## config.mk

```make
export PLATFORM = sky130hd
export DESIGN_NAME = ysyx_23060203_ifu_prefetch
export DESIGN_NICKNAME = d
export VERILOG_FILES = /design/src/rtl/ysyx_23060203_fetch_pkg.sv /design/src/rtl/ysyx_23060203_fetch_fifo.sv /design/src/rtl/ysyx_23060203_ifu_prefetch.sv
export SDC_FILE = /design/constraint.sdc
export NUM_CORES = 1
export LEC_CHECK = 0
export CAP_MARGIN = 20
export CORE_MARGIN = 10
export CORE_UTILIZATION = 40
export CTS_BUF_LIST = sky130_fd_sc_hd__clkbuf_4 sky130_fd_sc_hd__clkbuf_8 sky130_fd_sc_hd__clkbuf_16
export CTS_CLUSTER_SIZE = 12
export DETAILED_ROUTE_END_ITERATION = 7
export GPL_ROUTABILITY_DRIVEN = 0
export HOLD_SLACK_MARGIN = 0.05
export PLACE_DENSITY = 0.69
export SYNTH_ARGS = -nofsm -noshare
export SYNTH_HDL_FRONTEND = slang
export SYNTH_SLANG_ARGS = --single-unit
```

## constraint.sdc

```tcl
create_clock -name clk -period 4.2 [get_ports clk]
set_input_delay 0.84 -clock clk [delete_from_list [all_inputs] [get_ports clk]]
set_output_delay 0.84 -clock clk [all_outputs]
set_load 0.02 [all_outputs]
```

## src/rtl/ysyx_23060203_fetch_pkg.sv

```systemverilog
// ----------------------------------------------------------------------------
// ysyx_23060203_fetch_pkg : shared defaults and queue entry type for the IFU
// Revision: 1.0
// ----------------------------------------------------------------------------
`timescale 1ns/1ps
`default_nettype none

package ysyx_23060203_fetch_pkg;

  localparam int unsigned DEFAULT_XLEN = 32;
  localparam logic [DEFAULT_XLEN-1:0] DEFAULT_RESET_PC = 32'h8000_0000;

  typedef struct packed {
    logic [DEFAULT_XLEN-1:0] pc;
    logic [31:0]             data;
    logic                    err;
  } fetch_entry_t;

endpackage

`default_nettype wire

```

## src/rtl/ysyx_23060203_fetch_fifo.sv

```systemverilog
// ----------------------------------------------------------------------------
// ysyx_23060203_fetch_fifo : DEPTH-entry circular queue of fetched instructions
// Revision: 1.0
// ----------------------------------------------------------------------------
`timescale 1ns/1ps
`default_nettype none

module ysyx_23060203_fetch_fifo
  import ysyx_23060203_fetch_pkg::*;
#(
  parameter int unsigned                     DEPTH    = 4,
  parameter logic [DEFAULT_XLEN-1:0]         RESET_PC = DEFAULT_RESET_PC
) (
  input  logic                               clk,
  input  logic                               rstn,
  input  logic                               flush_i,
  input  logic                               push_i,
  input  fetch_entry_t                       push_data_i,
  input  logic                               pop_i,
  output fetch_entry_t                       head_o,
  output logic [$clog2(DEPTH+1)-1:0]         count_o
);

  localparam int unsigned AW = $clog2(DEPTH);
  localparam int unsigned CW = $clog2(DEPTH+1);

  fetch_entry_t   mem_q [DEPTH];
  logic [AW-1:0]  wr_ptr_q, wr_ptr_d;
  logic [AW-1:0]  rd_ptr_q, rd_ptr_d;
  logic [CW-1:0]  count_q, count_d;

  always_comb begin
    wr_ptr_d = wr_ptr_q;
    rd_ptr_d = rd_ptr_q;
    count_d  = count_q;
    if (flush_i) begin
      wr_ptr_d = '0;
      rd_ptr_d = '0;
      count_d  = '0;
    end else begin
      if (push_i) wr_ptr_d = wr_ptr_q + AW'(1);
      if (pop_i)  rd_ptr_d = rd_ptr_q + AW'(1);
      case ({push_i, pop_i})
        2'b10:   count_d = count_q + CW'(1);
        2'b01:   count_d = count_q - CW'(1);
        default: count_d = count_q;
      endcase
    end
  end

  // Entries reset to RESET_PC so the head reads back RESET_PC out of reset.
  always_ff @(posedge clk or negedge rstn) begin
    if (!rstn) begin
      for (int i = 0; i < int'(DEPTH); i++) begin
        mem_q[i] <= '{pc: RESET_PC, data: 32'h0, err: 1'b0};
      end
      wr_ptr_q <= '0;
      rd_ptr_q <= '0;
      count_q  <= '0;
    end else begin
      if (push_i && !flush_i) mem_q[wr_ptr_q] <= push_data_i;
      wr_ptr_q <= wr_ptr_d;
      rd_ptr_q <= rd_ptr_d;
      count_q  <= count_d;
    end
  end

  assign head_o  = mem_q[rd_ptr_q];
  assign count_o = count_q;

endmodule

`default_nettype wire

```

## src/rtl/ysyx_23060203_ifu_prefetch.sv

```systemverilog
// ----------------------------------------------------------------------------
// ysyx_23060203_ifu_prefetch : credit-based prefetching fetch front end with redirect
// Revision: 1.0
// ----------------------------------------------------------------------------
`timescale 1ns/1ps
`default_nettype none

module ysyx_23060203_ifu_prefetch
  import ysyx_23060203_fetch_pkg::*;
#(
  parameter int unsigned     XLEN     = DEFAULT_XLEN,
  parameter logic [XLEN-1:0] RESET_PC = DEFAULT_RESET_PC,
  parameter int unsigned     DEPTH    = 4
) (
  input  logic            clk,
  input  logic            rstn,
  input  logic            redirect_valid,
  input  logic [XLEN-1:0] redirect_pc,
  output logic            imem_req_valid,
  input  logic            imem_req_ready,
  output logic [XLEN-1:0] imem_req_addr,
  input  logic            imem_rsp_valid,
  input  logic [31:0]     imem_rsp_data,
  input  logic            imem_rsp_err,
  output logic            inst_valid,
  input  logic            inst_ready,
  output logic [XLEN-1:0] inst_pc,
  output logic [31:0]     inst_data,
  output logic            inst_err
);

  localparam int unsigned CW = $clog2(DEPTH+1);
  localparam logic [CW:0] C_DEPTH = (CW+1)'(DEPTH);

  logic            active_q;
  logic            held_q;
  logic [XLEN-1:0] held_addr_q;
  logic [XLEN-1:0] fetch_pc_q, fetch_pc_d;
  logic [XLEN-1:0] rsp_pc_q, rsp_pc_d;
  logic [CW-1:0]   inflight_q, inflight_d;
  logic [CW-1:0]   discard_q, discard_d;
  logic            halted_q, halted_d;
  logic            held_stale_q, held_stale_d;

  logic            w_accept;
  logic            w_credit_ok;
  logic            w_rsp_keep;
  logic            w_pop;
  logic [CW-1:0]   w_count;
  logic [XLEN-1:0] w_redirect_aligned;
  fetch_entry_t    w_push_entry;
  fetch_entry_t    w_head;
  logic            w_unused;

  assign w_redirect_aligned = {redirect_pc[XLEN-1:2], 2'b00};
  assign w_unused           = &{1'b0, redirect_pc[1:0]};

  // A request already on the bus stays put (even across redirect) until accepted.
  assign w_credit_ok    = ({1'b0, inflight_q} + {1'b0, w_count}) < C_DEPTH;
  assign imem_req_valid = active_q & (held_q | (~halted_q & w_credit_ok & ~redirect_valid));
  assign imem_req_addr  = held_q ? held_addr_q : fetch_pc_q;
  assign w_accept       = imem_req_valid & imem_req_ready;

  assign w_rsp_keep = imem_rsp_valid & ~redirect_valid & (discard_q == '0);
  assign w_pop      = inst_valid & inst_ready;

  always_comb begin
    fetch_pc_d   = fetch_pc_q;
    rsp_pc_d     = rsp_pc_q;
    discard_d    = discard_q;
    halted_d     = halted_q;
    held_stale_d = held_stale_q;
    inflight_d   = inflight_q + CW'(w_accept) - CW'(imem_rsp_valid);
    if (redirect_valid) begin
      fetch_pc_d   = w_redirect_aligned;
      rsp_pc_d     = w_redirect_aligned;
      halted_d     = 1'b0;
      discard_d    = inflight_q + CW'(w_accept) - CW'(imem_rsp_valid);
      held_stale_d = held_q & ~imem_req_ready;
    end else begin
      // A stale held request was issued for the old stream; its accept adds a discard.
      if (w_accept) begin
        if (held_stale_q) held_stale_d = 1'b0;
        else              fetch_pc_d   = fetch_pc_q + XLEN'(4);
      end
      discard_d = discard_q + CW'(w_accept & held_stale_q)
                - CW'(imem_rsp_valid & (discard_q != '0));
      if (w_rsp_keep) begin
        rsp_pc_d = rsp_pc_q + XLEN'(4);
        if (imem_rsp_err) halted_d = 1'b1;
      end
    end
  end

  always_ff @(posedge clk or negedge rstn) begin
    if (!rstn) begin
      active_q     <= 1'b0;
      held_q       <= 1'b0;
      held_addr_q  <= RESET_PC;
      fetch_pc_q   <= RESET_PC;
      rsp_pc_q     <= RESET_PC;
      inflight_q   <= '0;
      discard_q    <= '0;
      halted_q     <= 1'b0;
      held_stale_q <= 1'b0;
    end else begin
      active_q     <= 1'b1;
      held_q       <= imem_req_valid & ~imem_req_ready;
      held_addr_q  <= imem_req_addr;
      fetch_pc_q   <= fetch_pc_d;
      rsp_pc_q     <= rsp_pc_d;
      inflight_q   <= inflight_d;
      discard_q    <= discard_d;
      halted_q     <= halted_d;
      held_stale_q <= held_stale_d;
    end
  end

  assign w_push_entry = '{pc: rsp_pc_q, data: imem_rsp_data, err: imem_rsp_err};

  ysyx_23060203_fetch_fifo #(
    .DEPTH    (DEPTH),
    .RESET_PC (RESET_PC)
  ) u_fifo (
    .clk         (clk),
    .rstn        (rstn),
    .flush_i     (redirect_valid),
    .push_i      (w_rsp_keep),
    .push_data_i (w_push_entry),
    .pop_i       (w_pop),
    .head_o      (w_head),
    .count_o     (w_count)
  );

  assign inst_valid = (w_count != '0);
  assign inst_pc    = w_head.pc;
  assign inst_data  = w_head.data;
  assign inst_err   = w_head.err;

endmodule

`default_nettype wire

```

* Word level (Yosys, flattened, before mapping)
Index checks and enable logic that the tools add are counted.
** Word-level totals
- Register bits :: 373
- Bits in latches :: 0
- RAM bits :: 0
- Bits in read-only memories :: 0
- Input port bits :: 71
- Word-level logic and storage cells :: 96
- Memories kept :: 0
** Operators by class
- $add $sub $neg :: 11
- $mul :: 0
- Div/mod/pow operators :: 0
- $lt $le $gt $ge :: 4
- Equal/unequal tests :: 3
- Shifts and indexed selects :: 0
- Multiplexer cells :: 24
- Bitwise logic cells :: 17
- Reduce and logical (&&, ||, !) cells :: 13
** Operators by type and width (count)
- $bwmux 260 :: 1
- $mux 65 :: 3
- $mux 32 :: 6
- $bmux 65 s2 :: 1
- $demux 65 s2 :: 1
- $add 32x3->32 const B :: 2
- $and 1x1->1 :: 11
- $reduce_bool 3->1 :: 3
- $mux 2 :: 4
- $reduce_bool 2->1 :: 4
- $add 3x1->3 :: 2
- $ge 3x3->1 const B :: 2
- $mux 3 :: 2
- $not 2->3 :: 2
- $pmux 3 s2 :: 1
- $sub 3x1->3 :: 2
- $mux 1 :: 5
- $add 2x1->2 const B :: 2
- $add 3x3->4 :: 1
- $lt 4x3->1 const B :: 1
- $reduce_and 2->1 :: 2
- $add 3x1->3 const B :: 1
- $logic_not 3->1 :: 1
- $lt 3x1->1 const B :: 1
- other kinds (8) :: 11

* Depth between registers and ports, before layout
- Depth in word-level cells :: 11
- Depth in mapped cells :: 14
- Mapped depth without buffers :: 13

* Cells and area by module
A second synthesis with hierarchy kept.
** Unflattened totals
- Cells, all modules :: 1143
- Area total of the unflattened synthesis :: 16902.5 µm²
** By module, submodules not included
- ysyx_23060203_fetch_fifo :: instances 1, cells each 669, area an instance 11597.4 µm², seq. area each 6686.4 µm²
- ysyx_23060203_ifu_prefetch :: instances 1, cells each 474, area an instance 5305.1 µm², seq. area each 2556.2 µm²

* Least setup slack after synthesis
OpenSTA, ideal clock, no wires.
- Kind :: input to register
- From :: in redirect_valid
- To :: reg discard_q[2]
- Library setup time :: 0.137 ns
- Arrival time :: 3.273 ns
- Required time :: 4.063 ns
- Path slack :: 0.790 ns
- Stages :: 13
- Buffers on the path :: 2
- Cells stage by stage :: clkbuf_1 -> nor4b_1 -> o22ai_1 -> inv_1 -> buf_2 -> nand3_1 -> ha_1 -> inv_1 -> ha_1 -> fa_1 -> xnor2_1 -> xnor2_1 -> a21oi_1
** Between the ends
- Cells in the longest elaborated chain, start to end :: 9
- Elaborated cells between the ends (all ways) :: 11
** Ends and longest elaborated chain
- from (decl) :: line ysyx_23060203_ifu_prefetch.sv:17 : input logic redirect_valid,
- $not 1->1 (*) :: line ysyx_23060203_ifu_prefetch.sv:60 : assign imem_req_valid = active_q & (held_q | (~halted_q & w_credit_ok & ~redirect_valid));
- $and 1x1->1 (*) :: line ysyx_23060203_ifu_prefetch.sv:60
- $or 1x1->1 (*) :: line ysyx_23060203_ifu_prefetch.sv:60
- $and 1x1->1 (*) :: line ysyx_23060203_ifu_prefetch.sv:60
- net imem_req_valid :: line ysyx_23060203_ifu_prefetch.sv:19 : output logic imem_req_valid,
- $and 1x1->1 (*) :: line ysyx_23060203_ifu_prefetch.sv:62 : assign w_accept = imem_req_valid & imem_req_ready;
- $and 1x1->1 :: line ysyx_23060203_ifu_prefetch.sv:86 : discard_d = discard_q + CW'(w_accept & held_stale_q)
- $add 3x1->3 :: line ysyx_23060203_ifu_prefetch.sv:86
- $sub 3x1->3 :: line ysyx_23060203_ifu_prefetch.sv:87 : - CW'(imem_rsp_valid & (discard_q != '0));
- $mux 3 (*) :: line ysyx_23060203_ifu_prefetch.sv:74 : if (redirect_valid) begin
- net discard_d[2] :: line ysyx_23060203_ifu_prefetch.sv:41 : logic [CW-1:0] discard_q, discard_d;
- to (signal assigned) :: line ysyx_23060203_ifu_prefetch.sv:113 : discard_q <= discard_d;
- to (decl) :: line ysyx_23060203_ifu_prefetch.sv:41
Mark *: on every way through the listed nets, which the timed path passes. The rest lies on a longest branch.
A chain may end at the register's enable or synchronous reset.

* Final worst setup path
- From :: in redirect_valid
- To :: out imem_req_valid
** Between the ends
- Cells in the longest elaborated chain, start to end :: 4
** Ends and longest elaborated chain (line)
- $not 1->1 :: ysyx_23060203_ifu_prefetch.sv:60
- $and 1x1->1 :: ysyx_23060203_ifu_prefetch.sv:60
- $or 1x1->1 :: ysyx_23060203_ifu_prefetch.sv:60
- $and 1x1->1 :: ysyx_23060203_ifu_prefetch.sv:60
- to (decl) :: ysyx_23060203_ifu_prefetch.sv:19
No other way between the ends.

==> results.ini <==
[route]
wl_mm=36.4
drtAntennaViolNets=0
vias=9890
routed_via_density=5.29
drt_first_pass_iters=4
drtIter0Drc=492
wl_per_cell_microns=19.5
drc=0

[timing]
finalWorstSetupSlack_ns=0.472
skew_ns=0.0128
relSlewSlack_pct=34.0
clock.fmax_mhz=268
drv_slew=0
setup_tns_ns=0
fin_crit_sh_pct=88.8
worst_pin_slew_ns=0.990
setup_violations=0
rsz0062_at_grt=false
period_needed_ns=3.73
fin_hold_ws_ns=0.330
hold_violations=0

[die]
ios=170
die_x_microns=222
rows=73
start_util_pct=40.7
die_h_microns=222
design.core.area_sq_um=40100
die_area_sq_um=49300

[placement]
placed_area_sq_um=18700
placement.io_buffers=165
pre_cts_ws_ns=0.470
hpwl_mm=24.3
dp_cells=1795

[synthesis]
synth-seq-cells=361
synthArstFlopShare_pct=100
yosysMostFrequentCell=dfrtp_1
synth.top_cells.by_count=dfrtp_1 (354), mux2_2 (292), mux4_2 (63)
synth_top_area_share_pct=54.2
synthCells=1152
yosysSeqAreaShare_pct=55.3
synth.distinct_cells=52
synth_area_sq_um=16300
synth-edff-count=0
avgSynthCellArea_sq_um=14.2
ys_warn_count=0
synth_top_cell_by_area=dfrtp_1
synthTopCellsByArea=dfrtp_1 (54%), mux2_2 (20%), mux4_2 (8.7%)
synthFlopType=dfrtp_1

[global_route]
grt_max_degree=101
first_global_vias=10599
gr-total-overflow=0
grt_pass1_wl_mm=59.6
grt_use_total_pct=14.8
antenna_found_initial=3

[worst_setup_path]
critical_path.max_fanout=5
r2r_setup_slack_ns=1.03
path_class=in2out
worstSetupStartpointType=primary input
end_kind=primary output
cp.required_ns=3.36
r2r_cells=12
slowest_delay_ns=0.69
cpLargestDelayFamily=buffers and inverters
cp_slowest_cell=clkdlybuf4s50_1
r2r-end=discard_q[2]
worstPathCellList=clkdlybuf4s50_1, nor4b_1, o22ai_1, inv_1, clkdlybuf4s50_1
crit_arrival_ns=2.89
critPathBufInv=3
r2r-start=u_fifo.count_o[2]
cpMostUsedCell=clkdlybuf4s50_1

[flow_run]
drv_cap=0

[run_status]
outcome=finished clean

[cts]
postCtsSetupRepairBufs=0
clock_path_buffers=3
clockRootBuffer=clkbuf_16
cts_buffers=40
htree_levels=2
cts_tree=built
cts_hold_buf=0
clkSinkCount=361
worstSkewPairLatency_ns=0.55
clkSlewWorstSetupHoldPaths_ns=0.06
cts_resized=0

[power_and_ir_drop]
powerDensity_nw_per_um2=594
peakVddDrop_mv=0.334
p_leak_uw=0.00894

[cells_and_area]
stdcell_count=1869
nFillCells=3420
final_design_area_no_fill_sq_um=20100
nets=1398
drive_above_1_share_pct=35.5
area_delta_synth_final_pct=23.1

[worst_hold_path]
holdCritPathClass=in2async

==> placed cells by master, fill, tap and decap left out, types with 26 or more instances in the layout <==
| master | synthesis | layout |
|---|---|---|
| nor2_1 | 34 | 34 |
| xnor2_1 | 32 | 32 |
| nand2_1 | 49 | 45 |
| clkdlybuf4s50_1 | 0 | 164 |
| dfrtp_1 | 354 | 352 |
| mux4_2 | 63 | 63 |
| clkbuf_16 | 0 | 41 |
| nand4_1 | 29 | 29 |
| mux2_2 | 292 | 292 |
| xor2_1 | 26 | 26 |
==> layer usage <==
metal  GRT usage, %  vias to the layer above  wire [microns]
met5              0                        -              13
met4           4.59                        2             714
met3           4.24                       54            2380
met2           23.2                      230           16800
met1           19.4                     5081           16500
li1               -                     4523               -
==> state kept, by name (all words and copies together) (netlist names) <==
register,count
u_fifo.wr_ptr_q,2
inflight_q,3
discard_q,3
u_fifo.rd_ptr_q,2
held_stale_q,1
held_addr_q,32
held_q,1
rsp_pc_q,30
halted_q,1
u_fifo.count_o,3
fetch_pc_q,30
u_fifo.mem_q,252
active_q,1
==> cell families after synthesis <==
group	count (synthesis)	share of synthesized area (%)
xor+xnor	58	3.11
simple gates	193	6.17
other cells	2	0.0460
buf+inv	94	2.36
fa+ha+maj	15	1.29
compound gates	69	2.57
flops	361	55.3
mux	360	29.1
==> power breakdown <==
| group | leakage [uW] | switching [uW] | internal (uW) |
|---|---|---|---|
| clock | 0.000710 | 1410 | 2250 |
| combinational | 0.00356 | 1730 | 2040 |
| sequential | 0.00468 | 434 | 4090 |
| total | 0.00894 | 3580 | 8370 |
==> how the worst max path moves through the flow <==
stage / startpoint / endpoint / cells past startpoint
6_report: redirect_valid / imem_req_valid / 5
5_1_grt: u_fifo.count_o[1] / imem_req_valid / 5
4_1_cts: u_fifo.count_o[2] / imem_req_valid / 5
3_5_place_dp: redirect_valid / discard_q[2] / 12
3_3_place_gp: imem_rsp_valid / u_fifo.count_o[2] / 8
2_1_floorplan: redirect_valid / discard_q[2] / 13
==> cell type report <==
| cell class | instances | area, sq um | share of cell area [%] |
|---|---|---|---|
| antenna | 2 | 5.00 | 0.0249 |
| multi-input combinational | 698 | 6950 | 34.6 |
| tap | 525 | 657 | 3.27 |
| clock buffer | 62 | 1250 | 6.20 |
| timing repair buffer | 192 | 1970 | 9.81 |
| sequential | 361 | 9050 | 45.0 |
| clock inverter | 10 | 159 | 0.790 |
| inverter | 19 | 71.3 | 0.355 |
==> stage by stage <==
step           utilization [%]  power (uW)
3_3_place_gp              46.6        8350
4_1_cts                   50.1       12100
2_1_floorplan                -        6760
3_5_place_dp              46.6        8440
5_1_grt                   50.1       12600
6_report                  50.2       11900
Power figures use the tool's default switching activity.
==> patch 1: new RTL, same settings <==
Register the output `inst_err`, cleared by the reset; this adds one clock of latency there. The other outputs are not delayed to match.
--- a/src/rtl/ysyx_23060203_ifu_prefetch.sv
+++ b/src/rtl/ysyx_23060203_ifu_prefetch.sv
@@ -137,3 +137,9 @@
   assign inst_data  = w_head.data;
-  assign inst_err   = w_head.err;
+  always_ff @(posedge clk or negedge rstn) begin
+    if (!rstn) begin
+      inst_err <= '0;
+    end else begin
+      inst_err <= w_head.err;
+    end
+  end
 
Function: changed (Yosys sat finds a counterexample within 4 cycles, from zero or initial values and one cycle with rstn low).
==> patch 1 against the original RTL <==
Cell area is 6.0% higher. Hold slack worse by 0.088 ns. Area after synthesis is 11% higher. Sequential cell count is 1 higher. Worst setup slack better by 0.065 ns. Sequential share of layout area is 2.5 points lower. Critical endpoint is now inst_pc[3]. Wire length is 14% higher. Total power is 7.7% higher. Largest cell class unchanged. Non-clock buffer count is 5 lower.
==> patch 1: results (changes against the original RTL) <==
Outcome
  • Status: finished, final reports clean

Layout
  • Non-clock buffer instance count of the final layout: 187 (-2.6%)
  • Layout cells sized above 1: 37.2% (+1.7 points)
  • Final clock-cell share: 7.13% (+0.14 points)
  • Multi-input combinational cell area: 8000 um2 (+15%)
  • Register Area: 9070 um2 (+0.25%)
  • Fillers: 3,829 (+12%)
  • Multi-input gates: 684 (-2.0%)
  • Inverters, non-clock: 17 (-2)
  • Antenna diodes: 0 (-2)

Pwr
  • Pleak: 9.90 nW (+11%)
  • Clk power: 0.00398 W (+9.0%)
  • Comb power frac: 33.0% (+1.4 points)
  • Max VDD drop: 417 uV (+25%)

Critical path
  • Internal reg-to-reg setup slack: 0.97 ns (-0.06 ns)
  • Path type of the worst setup path: flip-flop to primary output
  • Arr. time, crit path: 2.82 ns (-0.07 ns)
  • CP Capture Point: inst_pc[3]
  • CP Max Fanout: 18 (+13)
  • Worst Setup SP: u_fifo.rd_ptr_q[0]$_DFFE_PN0P_
  • CP max stage delay: 0.67 ns (-0.02 ns)

Yosys
  • Synth Area in XOR/XNOR: 2.91% (-0.20 points)
  • Multiplexer share of the synthesized area: 32.3% (+3.2 points)
  • Top cells by count, synth: 355 x dfrtp_1, 232 x mux2_4, 77 x mux2_2
  • Post-Synth Adder-Cell Area: 1.16% (-0.12 points)
  • Compound-gate portion of the synthesized area: 1.82% (-0.75 points)
  • Synth top area cells: dfrtp_1 49%, mux2_4 19%, mux4_2 7.8%
  • Synth unique cells: 53 (+1.9%)
  • Post-synthesis sequential area ratio: 50.1% (-5.2 points)

Clocking
  • Total CTS buffers: 42 (+5.0%)
  • Clock Latency Late Sink: 0.57 ns (+0.02 ns)

STA
  • Pin slew with the least headroom to its limit: 0.734 ns (-0.256 ns)
  • Final Skew: 0.0286 ns (+0.0158 ns)

Global route
  • Vias in the first global route: 11,100 (+4.6%)
  • Largest net degree at the start of global routing: 120 (+19%)
  • Initial antenna violation count: 1 (-2)
  • GRT Overall Usage: 15.5% (+0.71 points)

Drt
  • Initial DRT Pass Iterations: 6 (+2)
  • Initial DRC count: 858 (+74%)

Placed design
  • Dpl hpwl: 27.2 mm (+12%)
==> patch 1: cell types whose count changed after synthesis, sizes merged, moves of 9 or more <==
cell / delta
nor2: -20
mux2: +17
buf: +84
a21oi: -9
nor4: +18
clkbuf: -20
o21ai: -15
==> patch 1: worst min-delay path by stage <==
| stage | slack [ns] | to | startpoint | cells past startpoint |
|---|---|---|---|---|
| after global placement | 0.46 | u_fifo.mem_q[122]$_DFFE_PN0P_ | u_fifo.mem_q[122]$_DFFE_PN0P_ | 2 |
| after CTS | 0.24 | fetch_pc_q[10]$_DFFE_PN0N_ | rstn | 1 |
| after detailed placement | 0.47 | u_fifo.mem_q[252]$_DFFE_PN0P_ | u_fifo.mem_q[252]$_DFFE_PN0P_ | 2 |
| final | 0.24 | fetch_pc_q[10]$_DFFE_PN0N_ | rstn | 1 |
| after global routing | 0.27 | fetch_pc_q[9]$_DFFE_PN0N_ | rstn | 1 |
| after floorplan | 0.44 | u_fifo.mem_q[122]$_DFFE_PN0P_ | u_fifo.mem_q[122]$_DFFE_PN0P_ | 2 |
==> patch 1: layer usage <==
| layer | routed length (um) | track usage [%] | vias up |
|---|---|---|---|
| li1 | - | - | 4467 |
| met1 | 19400 | 21.7 | 5239 |
| met2 | 19000 | 23.8 | 233 |
| met3 | 2240 | 3.70 | 62 |
| met4 | 832 | 4.02 | 0 |
| met5 | 0 | 0 | - |
==> patch 1: per-stage QoR <==
| step | area, um2 | total power, W | setup slack, ns | instances |
|---|---|---|---|---|
| floorplan | 18100 | 0.00782 | 0.643 | 1202 |
| global placement | 19800 | 0.00893 | 0.635 | 1842 |
| detailed placement | 19800 | 0.00901 | 0.653 | 1842 |
| CTS | 21300 | 0.0131 | 0.423 | 1920 |
| global route | 21300 | 0.0135 | 0.373 | 1920 |
| finish | 21300 | 0.0129 | 0.536 | 1920 |
==> patch 2: new RTL, same settings <==
Made on the original files. `DEPTH` is set to 4 in 2 places; all go to 2.
--- a/src/rtl/ysyx_23060203_fetch_fifo.sv
+++ b/src/rtl/ysyx_23060203_fetch_fifo.sv
@@ -10,3 +10,3 @@
 #(
-  parameter int unsigned                     DEPTH    = 4,
+  parameter int unsigned                     DEPTH    = 2,
   parameter logic [DEFAULT_XLEN-1:0]         RESET_PC = DEFAULT_RESET_PC
--- a/src/rtl/ysyx_23060203_ifu_prefetch.sv
+++ b/src/rtl/ysyx_23060203_ifu_prefetch.sv
@@ -12,3 +12,3 @@
   parameter logic [XLEN-1:0] RESET_PC = DEFAULT_RESET_PC,
-  parameter int unsigned     DEPTH    = 4
+  parameter int unsigned     DEPTH    = 2
 ) (
Check against the original RTL: not equivalent (a bounded check fails within 4 cycles, from zero or initial values and one cycle with rstn low).
==> patch 2 against the original RTL <==
Via count fell by 28%. Clock power decreased by 39%. Fmax fell by 7.3%. Sequential cell count fell by 131. Count of clock-buffer cells in the layout shrank 26. Critical path depth rose by 1. Total power is 28% lower. Final cell count down 28%. Worst setup slack got worse by 0.29 ns. Area after synthesis decreased by 35%. Wire length shrank 29%. Cell area is 33% lower.
==> patch 2: results (changes against the original RTL) <==
Clocking
  • Total CTS buffers: 26 (-35%)
  • CTS root buf: clkbuf_16
  • Clock Tree Buf Depth: 3 (unchanged)
  • H-tree depth: 1 (-1)
  • Post-CTS sizing: 0 (unchanged)
  • Worst-path clk slew: 0.06 ns (about the same)
  • Post-CTS setup buffers: 0 (unchanged)
  • Clock Latency Late Sink: 0.54 ns

Yosys
  • Synth top area cells: dfrtp_1 53%, mux2_2 23%, xnor2_1 2.6%
  • Post-synthesis sequential area ratio: 54.3% (-1.1 points)
  • Syn_area_per_cell: 12.7 um2 (-11%)
  • Top cells by count, synth: 225 x dfrtp_1, 221 x mux2_2, 60 x nand2_1
  • Synth unique cells: 56 (+7.7%)
  • Main synth FF type: dfrtp_1
  • Share of flip-flops with an asynchronous set or reset: 100% (unchanged)
  • YS warnings: 0 (unchanged)

Placed design
  • Placed Cells: 1,308 (-27%)
  • Placed cell area: 12,700 um2 (-32%)
  • Port buffer count: 165 (unchanged)
  • Dpl hpwl: 18.0 mm (-26%)
  • Place WS: 0.745 ns (+0.275 ns)

Pwr
  • Clk power: 0.00221 W (-39%)
  • Comb power frac: 35.0% (+3.4 points)
  • Pleak: 5.60 nW (-37%)
  • Net Sw Frac: 31.1% (+1.2 points)
  • Max VDD drop: 395 uV (+18%)

Drt
  • Wirelength per Cell: 19.1 um (-2.1%)
  • Initial DRC count: 447 (-9.1%)
  • Initial DRT Pass Iterations: 4 (unchanged)
  • Vias per cell: 5.23 (-1.1%)

Worst hold path
  • HP Class: input port to async pin

Layout
  • Biggest regs: u_fifo.mem_q x126, held_addr_q x32
  • Antenna diodes: 0 (-2)
  • Final Non-Filler Cells: 1,355 (-28%)
  • Nets: 1,079 (-23%)
  • Layout cells sized above 1: 29.9% (-5.6 points)

Critical path
  • Cell family with most CP delay: simple AND/OR/NAND/NOR gates
  • CP Max Fanout: 4 (-1)
  • Arr. time, crit path: 3.18 ns (+0.29 ns)
  • Slowest cell on the critical path: clkdlybuf4s50_1
  • CP max stage delay: 0.62 ns (-0.07 ns)
  • Worst Setup SP: u_fifo.count_o[0]$_DFFE_PN0P_

Outcome
  • Status: finished, final reports clean

Global route
  • GRT Overall Usage: 14.9% (+0.10 points)
  • Met1 usage: 21.4% (+2.0 points)
  • Vias in the first global route: 7,340 (-31%)
  • GRT met2 Usage: 22.3% (-0.88 points)
  • Initial antenna violation count: 0 (-3)
  • First-pass GRT wire length: 41.0 mm (-31%)
  • M3 GR Usage: 3.90% (-0.35 points)
  • Largest net degree at the start of global routing: 110 (+8.9%)

STA
  • Pin slew with the least headroom to its limit: 0.855 ns (-0.135 ns)
  • Final Skew: 0.0270 ns (+0.0142 ns)
## patch 2: per-layer routing
layer,part of all wire [%],up-vias
li1,-,3323
met1,48,3523
met2,43,211
met3,7.1,31
met4,1.3,0
met5,0,-
## patch 2: through the flow
step | utilization [%] | hold slack (ns) | total power, W
finish | 51.8 | 0.386 | 0.00859
global route | 51.8 | 0.428 | 0.00909
CTS | 51.8 | 0.404 | 0.00873
detailed placement | 48.6 | 0.472 | 0.00646
global placement | 48.6 | 0.458 | 0.00638
floorplan | - | 0.444 | 0.00515
## patch 2: logic make-up after synthesis
group | after synthesis | synth area share [%]
AOI/OAI and AO/OA | 78 | 4.75
xor gates and xnor gates | 54 | 4.45
adders and majority gates | 7 | 0.896
buffers and inverters | 52 | 2.07
DFF | 230 | 54.3
muxes | 228 | 24.2
other | 2 | 0.0707
and+or+nand+nor | 187 | 9.33
## patch 2: final timing paths
| kind | end | slack (ns) | depth (start not counted) |
|---|---|---|---|
| setup / recovery | imem_req_valid | 0.18 | 6 |
| hold / removal | u_fifo.mem_q[119]$_DFFE_PN0P_ | 0.39 | 1 |
| setup reg to reg | discard_q[1]$_DFF_PN0_ | 1.08 | 12 |
| hold reg to reg | u_fifo.mem_q[46]$_DFFE_PN0P_ | 0.48 | 2 |
| max in group asynchronous | held_addr_q[31]$_DFF_PN1_ | 2.84 | 2 |
| min in group clk | u_fifo.mem_q[46]$_DFFE_PN0P_ | 0.48 | 2 |
## patch 2: area by class of cell
type / count / area (um2)
clock buffers: 36 / 751
clock inverters: 11 / 93.8
fillers: 2315 / 12600
inverters: 8 / 30.0
multi-input cells: 557 / 4660
flip-flops and latches: 230 / 5760
well taps: 335 / 419
repair buffers: 178 / 1790
